File: config.mk
export PLATFORM = sky130hd
export DESIGN_NAME = if_id_stage
export DESIGN_NICKNAME = d
export VERILOG_FILES = /design/src/rtl/mips_pkg.sv /design/src/rtl/instr_field_split.sv /design/src/rtl/if_id_stage.sv
export SDC_FILE = /design/constraint.sdc
export NUM_CORES = 1
export LEC_CHECK = 0
export ABC_AREA = 1
export BUFFER_PORTS_ARGS = -buffer_cell sky130_fd_sc_hd__buf_2
export CAP_MARGIN = 20
export CELL_PAD_IN_SITES_DETAIL_PLACEMENT = 1
export CELL_PAD_IN_SITES_GLOBAL_PLACEMENT = 1
export CORE_MARGIN = 2
export CORE_UTILIZATION = 37
export CTS_CLUSTER_SIZE = 20
export DETAILED_ROUTE_END_ITERATION = 8
export HOLD_SLACK_MARGIN = 0.15
export PLACE_DENSITY = 0.86
export SYNTH_ARGS = -nofsm -noshare
export SYNTH_HDL_FRONTEND = slang
export SYNTH_SLANG_ARGS = --single-unit
File: constraint.sdc
create_clock -name clk -period 1.5 [get_ports clk]
set_input_delay 0.075 -clock clk [delete_from_list [all_inputs] [get_ports clk]]
set_output_delay 0.075 -clock clk [all_outputs]
set_load 0.1 [all_outputs]
File: src/rtl/mips_pkg.sv
// Shared MIPS decode constants: opcodes, instruction format encodings and
// field bit positions. The sign extender and later decode stages import these.
package mips_pkg;

  localparam logic [5:0] OP_RTYPE = 6'h00;
  localparam logic [5:0] OP_J     = 6'h02;
  localparam logic [5:0] OP_JAL   = 6'h03;

  // Instruction format as seen by decode; encoding 3 is never produced.
  typedef enum logic [1:0] {
    FMT_R = 2'd0,
    FMT_I = 2'd1,
    FMT_J = 2'd2
  } fmt_e;

  localparam int OPCODE_MSB  = 31;
  localparam int OPCODE_LSB  = 26;
  localparam int RS_MSB      = 25;
  localparam int RS_LSB      = 21;
  localparam int RT_MSB      = 20;
  localparam int RT_LSB      = 16;
  localparam int RD_MSB      = 15;
  localparam int RD_LSB      = 11;
  localparam int SHAMT_MSB   = 10;
  localparam int SHAMT_LSB   = 6;
  localparam int FUNCT_MSB   = 5;
  localparam int FUNCT_LSB   = 0;
  localparam int IMM_MSB     = 15;
  localparam int IMM_LSB     = 0;
  localparam int JTARGET_MSB = 25;
  localparam int JTARGET_LSB = 0;

  // Opcode 0 is R-type, j/jal are J-type, everything else is treated as I-type.
  function automatic fmt_e decodeFmt(input logic [5:0] opcode);
    fmt_e fmt;
    case (opcode)
      OP_RTYPE:     fmt = FMT_R;
      OP_J, OP_JAL: fmt = FMT_J;
      default:      fmt = FMT_I;
    endcase
    return fmt;
  endfunction

endpackage

File: src/rtl/instr_field_split.sv
// Purely combinational splitter: one 32-bit MIPS word in, every decode field
// plus the instruction format out. No state lives here.
module instr_field_split
  import mips_pkg::*;
(
  input  logic [31:0] instr_i,
  output logic [5:0]  opcode_o,
  output logic [4:0]  rs_o,
  output logic [4:0]  rt_o,
  output logic [4:0]  rd_o,
  output logic [4:0]  shamt_o,
  output logic [5:0]  funct_o,
  output logic [15:0] imm16_o,
  output logic [25:0] jtarget_o,
  output fmt_e        fmt_o
);

  // Slice the word into its overlapping fields and classify the format.
  always_comb begin
    opcode_o  = instr_i[OPCODE_MSB:OPCODE_LSB];
    rs_o      = instr_i[RS_MSB:RS_LSB];
    rt_o      = instr_i[RT_MSB:RT_LSB];
    rd_o      = instr_i[RD_MSB:RD_LSB];
    shamt_o   = instr_i[SHAMT_MSB:SHAMT_LSB];
    funct_o   = instr_i[FUNCT_MSB:FUNCT_LSB];
    imm16_o   = instr_i[IMM_MSB:IMM_LSB];
    jtarget_o = instr_i[JTARGET_MSB:JTARGET_LSB];
    fmt_o     = decodeFmt(instr_i[OPCODE_MSB:OPCODE_LSB]);
  end

endmodule

File: src/rtl/if_id_stage.sv
// IF/ID pipeline register built as a 2-entry skid buffer. The main slot feeds
// decode; the skid slot catches one extra word so in_ready can be a pure flop
// output with no combinational path back from out_ready.
module if_id_stage
  import mips_pkg::*;
#(
  parameter int PC_W    = 32,
  parameter int INSTR_W = 32
) (
  input  logic               clk,
  input  logic               rst_n,
  input  logic               flush,
  input  logic               in_valid,
  output logic               in_ready,
  input  logic [INSTR_W-1:0] in_instr,
  input  logic [PC_W-1:0]    in_pc,
  output logic               out_valid,
  input  logic               out_ready,
  output logic [PC_W-1:0]    out_pc,
  output logic [PC_W-1:0]    out_pc_plus4,
  output logic [5:0]         out_opcode,
  output logic [4:0]         out_rs,
  output logic [4:0]         out_rt,
  output logic [4:0]         out_rd,
  output logic [4:0]         out_shamt,
  output logic [5:0]         out_funct,
  output logic [15:0]        out_imm16,
  output logic [25:0]        out_jtarget,
  output logic [1:0]         out_fmt
);

  // The field splitter only understands 32-bit MIPS words.
  if (INSTR_W != 32) begin : gBadInstrWidth
    $error("if_id_stage: INSTR_W must be 32");
  end

  logic               mainValid_q, mainValid_d;
  logic [INSTR_W-1:0] mainInstr_q, mainInstr_d;
  logic [PC_W-1:0]    mainPc_q,    mainPc_d;
  logic               skidValid_q, skidValid_d;
  logic [INSTR_W-1:0] skidInstr_q, skidInstr_d;
  logic [PC_W-1:0]    skidPc_q,    skidPc_d;
  logic               inFire;
  fmt_e               fmt;

  assign in_ready  = ~skidValid_q;
  assign inFire    = in_valid & in_ready;
  assign out_valid = mainValid_q;

  // Next-state for both slots: flush wins, skid drains before new input, and
  // the skid only fills when main is stalled and a word still arrives.
  always_comb begin
    mainValid_d = mainValid_q;
    mainInstr_d = mainInstr_q;
    mainPc_d    = mainPc_q;
    skidValid_d = skidValid_q;
    skidInstr_d = skidInstr_q;
    skidPc_d    = skidPc_q;
    if (flush) begin
      mainValid_d = 1'b0;
      skidValid_d = 1'b0;
    end else begin
      if (!mainValid_q || out_ready) begin
        if (skidValid_q) begin
          mainValid_d = 1'b1;
          mainInstr_d = skidInstr_q;
          mainPc_d    = skidPc_q;
          skidValid_d = 1'b0;
        end else if (inFire) begin
          mainValid_d = 1'b1;
          mainInstr_d = in_instr;
          mainPc_d    = in_pc;
        end else begin
          mainValid_d = 1'b0;
        end
      end
      if (mainValid_q && !out_ready && inFire) begin
        skidValid_d = 1'b1;
        skidInstr_d = in_instr;
        skidPc_d    = in_pc;
      end
    end
  end

  // Slot registers; async reset clears data too so decode sees an all-zero word.
  always_ff @(posedge clk or negedge rst_n) begin
    if (!rst_n) begin
      mainValid_q <= 1'b0;
      mainInstr_q <= '0;
      mainPc_q    <= '0;
      skidValid_q <= 1'b0;
      skidInstr_q <= '0;
      skidPc_q    <= '0;
    end else begin
      mainValid_q <= mainValid_d;
      mainInstr_q <= mainInstr_d;
      mainPc_q    <= mainPc_d;
      skidValid_q <= skidValid_d;
      skidInstr_q <= skidInstr_d;
      skidPc_q    <= skidPc_d;
    end
  end

  assign out_pc       = mainPc_q;
  assign out_pc_plus4 = mainPc_q + PC_W'(4);
  assign out_fmt      = fmt;

  instr_field_split uSplit (
    .instr_i   (mainInstr_q),
    .opcode_o  (out_opcode),
    .rs_o      (out_rs),
    .rt_o      (out_rt),
    .rd_o      (out_rd),
    .shamt_o   (out_shamt),
    .funct_o   (out_funct),
    .imm16_o   (out_imm16),
    .jtarget_o (out_jtarget),
    .fmt_o     (fmt)
  );

endmodule
==> summary.md <==
| Metric | Value |
|---|---|
| Crit-path cells | clkinvlp_4, nor2_4, nand2_2, nor2_4, nand2_1, nand2_2, nand2_4, buf_12 |
| Max Buffers Root-to-Sink | 2 |
| Clk sinks | 130 |
| Cell count after synthesis | 887 |
| Placer congestion estimate | 0.829 |
| Vias in the first global route | 7861 |
| Final wirelength | 28.4 mm |
| RSZ-0062 raised after global routing | yes |
| Crit path time final | 2.18 ns |
| Synth cell types | 26 |
| Status | finished with violations |
| HP Class | in -> reg |
| Overall Global Routing Usage | 0.280 |
| Post-synthesis adder-cell area fraction | 0.00180 |
| Share of the synthesized area in the top cell type | 0.468 |
| Compound-Gate Fraction of Synth Area | 0.165 |
| Die Ht | 141 µm |
| Cell Area, Synth | 0.00696 mm² |
| Final setup vio count | 29 |
| Crit path max fanout | 5 |
| Final period utilization | 1.45 |
| Net Sw Frac | 0.482 |
| Post-layout total power | 17.5 mW |
| Layout area overhead | 60.5% |
| Clock Root Buffer | clkbuf_16 |
| Max-cap violations | 0 |
| Total gr overflow | 0 |
| Worst path max stage delay | 0.46 ns |
| CP Launch Type | register |
| YS warnings | 0 |
| Synth area leaders | dfrtp_1 (47%), nand2_1 (16%), o21ai_0 (7.4%) |
| Largest family of logic cells by synthesized area | simple AND/OR/NAND/NOR gates |
| VDD IR-drop max | 1.02 mV |
| Rows | 50 |
| Core Area | 0.0186 mm² |
| Clock Skew | 0.0148 ns |
| Fin worst setup slack | -0.681 ns |
| DRC | 0 |
| Clock transition at path regs | 0.07 ns |
| Critical path endpoint category | primary output |
| Worst endpoint data arrival time | 2.11 ns |
| Via count | 7310 |
| Register area | 0.00330 mm² |
| CP Buf/Inv Count | 2 |
| Placed instance count | 1301 |
| Register area share after synthesis | 0.468 |
| Slowest cell on crit path | dfrtp_4 |
| Die W | 141 µm |
| Total CTS buffers | 17 |
| P_sw | 8.44 mW |
| Final Hold Fails | 0 |
| Violated checks | negative setup slack |
| Rel. slew slack | 0.654 |
| Xor-xnor portion of the synthesized cell area | 0.0189 |
| Die area | 0.0199 mm² |
| Layout cells sized above 1 | 0.392 |
| Number of I/O port buffers | 210 |
| Combinational share of power | 0.460 |
| Cell taking the most area after synthesis | dfrtp_1 |
| I/O pin cnt | 211 |
| Initial Util | 0.374 |
| Commonest non-fill, non-tap cell in the layout | nand2_1 |
| Number of DRC markers in iteration 0 | 273 |
| Area occupied by multi-input gates | 0.00352 mm² |
| Cell internal pwr | 9.07 mW |
| Largest net degree at the start of global routing | 85 |
| FILL cells | 2111 |
| CTS tree | built |
| Clock network power share | 0.263 |
| Fin. max-slew vios | 0 |
| H-Tree Depth | 4 |
| Crit-path leading delay family | simple AND/OR/NAND/NOR gates |
| Crit path kind | reg -> out |
| Mux cell area share after synthesis | 0 |
| #FFs+latches synth | 130 |
| Final ANT Viol Nets | 0 |
| Pwr/cell area | 1570 mW/mm² |
| Vias per cell | 5.15 |
| First-pass GRT wire length | 43.2 mm |
| Leakage | 5.49 nW |
| Clock insertion delay at the later pin of the skew report | 0.43 ns |
| Fin Setup TNS | -16.29 ns |
| Fin Hold WS | 0.174 ns |
| Simple-Gate Fraction of Synth Area | 0.207 |
| Post-synthesis average cell area | 7.84 µm² |
| Worst EP required | 1.42 ns |
| Flop pwr share | 0.277 |
| Post-route insts no fill | 1419 |
| Worst-margin pin slew | 0.522 ns |
| Fin nets | 1239 |
| Max Clock Freq | 0.459 GHz |
| Initial DRT Pass Iterations | 5 |
| Commonest cells after routing, fill and taps aside | nand2_1 (256), buf_2 (164), o21ai_0 (103), dfrtp_1 (103), inv_1 (92) |
| Initial antenna violation count | 3 |
| WL per Instance | 20.0 µm |
| Synthesized Nets | 957 |
| DP HPWL | 16.0 mm |
## worst paths after layout
check                             startpoint                to  slack, ns  cells past startpoint
worst max-delay path               out_pc[2]  out_pc_plus4[23]      -0.68                      8
worst min-delay path                in_valid   skidInstr_q[26]       0.17                      4
worst max register to register   skidValid_q        out_pc[11]       0.08                      4
worst min register to register  skidPc_q[30]      skidPc_q[30]       0.50                      2
max in group asynchronous              rst_n         out_pc[2]       0.27                      4
min in group asynchronous              rst_n   mainInstr_q[27]       0.63                      3
## synth_stat cells, drive strengths merged
cell	count
o211ai	23
o21ai	171
nor2	46
clkbuf	14
nand3	15
dfrtp	130
ha	1
xor2	15
buf	74
o21bai	1
nand2	299
and2	3
inv	95
## layout make-up
cell class,instances,area share
clock buffers,21,0.0430
repair buffers,351,0.271
clock inverters,11,0.0157
inverters,95,0.0325
diodes,3,0.000672
multi-input cells,574,0.316
well taps,234,0.0262
flip-flops and latches,130,0.295
## through the flow
step	cell area (µm²)	util	setup slack (ns)
floorplan	7510	-	-0.987
global placement	9270	0.499	-0.294
detailed placement	9270	0.499	-0.353
CTS	11000	0.591	-0.569
global route	11200	0.601	-0.769
finish	11200	0.601	-0.681
## registers in the layout, indices dropped and copies added (netlist names)
| register | cells |
|---|---|
| skidPc_q | 32 |
| out_valid | 1 |
| skidInstr_q | 32 |
| out_pc | 32 |
| skidValid_q | 1 |
| mainInstr_q | 32 |
## power by group through the flow
stage | sequential (mW) | clock [mW] | combinational [mW]
floorplan | 6.73 | 0 | 3.96
global placement | 4.73 | 0 | 7.46
detailed placement | 4.78 | 0 | 7.61
CTS | 4.76 | 4.64 | 7.87
global route | 4.91 | 4.84 | 8.34
finish | 4.85 | 4.61 | 8.05
## metal layers
layer,part of all wire,track usage,vias up
met5,0,0,-
met4,0.061,0.165,0
met3,0.039,0.0537,103
met2,0.53,0.503,273
met1,0.37,0.307,3626
li1,-,-,3308
## worst min-delay path, stage by stage
cell     delay [ns]
buf_2          0.13
nand3_4        0.13
buf_4          0.17
o21ai_1        0.06
## what timing repair did
| action | in CTS | in global routing |
|---|---|---|
| endpoints found under the hold margin | 260 | 0 |
| hold buffers | 68 | 0 |
| gates cloned | 1 | 0 |
| gates resized for setup | 62 | 46 |
| buffers inserted | 10 | 10 |
| pin swaps | 28 | 26 |
| endpoints found under the setup margin | 33 | 52 |
## cell families (layout without fill, tap and decap cells)
logic type | after synthesis | after routing
other | 0 | 3
DFF | 130 | 130
xor gates and xnor gates | 15 | 15
and+or+nand+nor | 363 | 363
adders and majority gates | 1 | 1
AOI/OAI and AO/OA | 195 | 195
buffers and inverters | 183 | 478
Power figures use the tool's default switching activity.
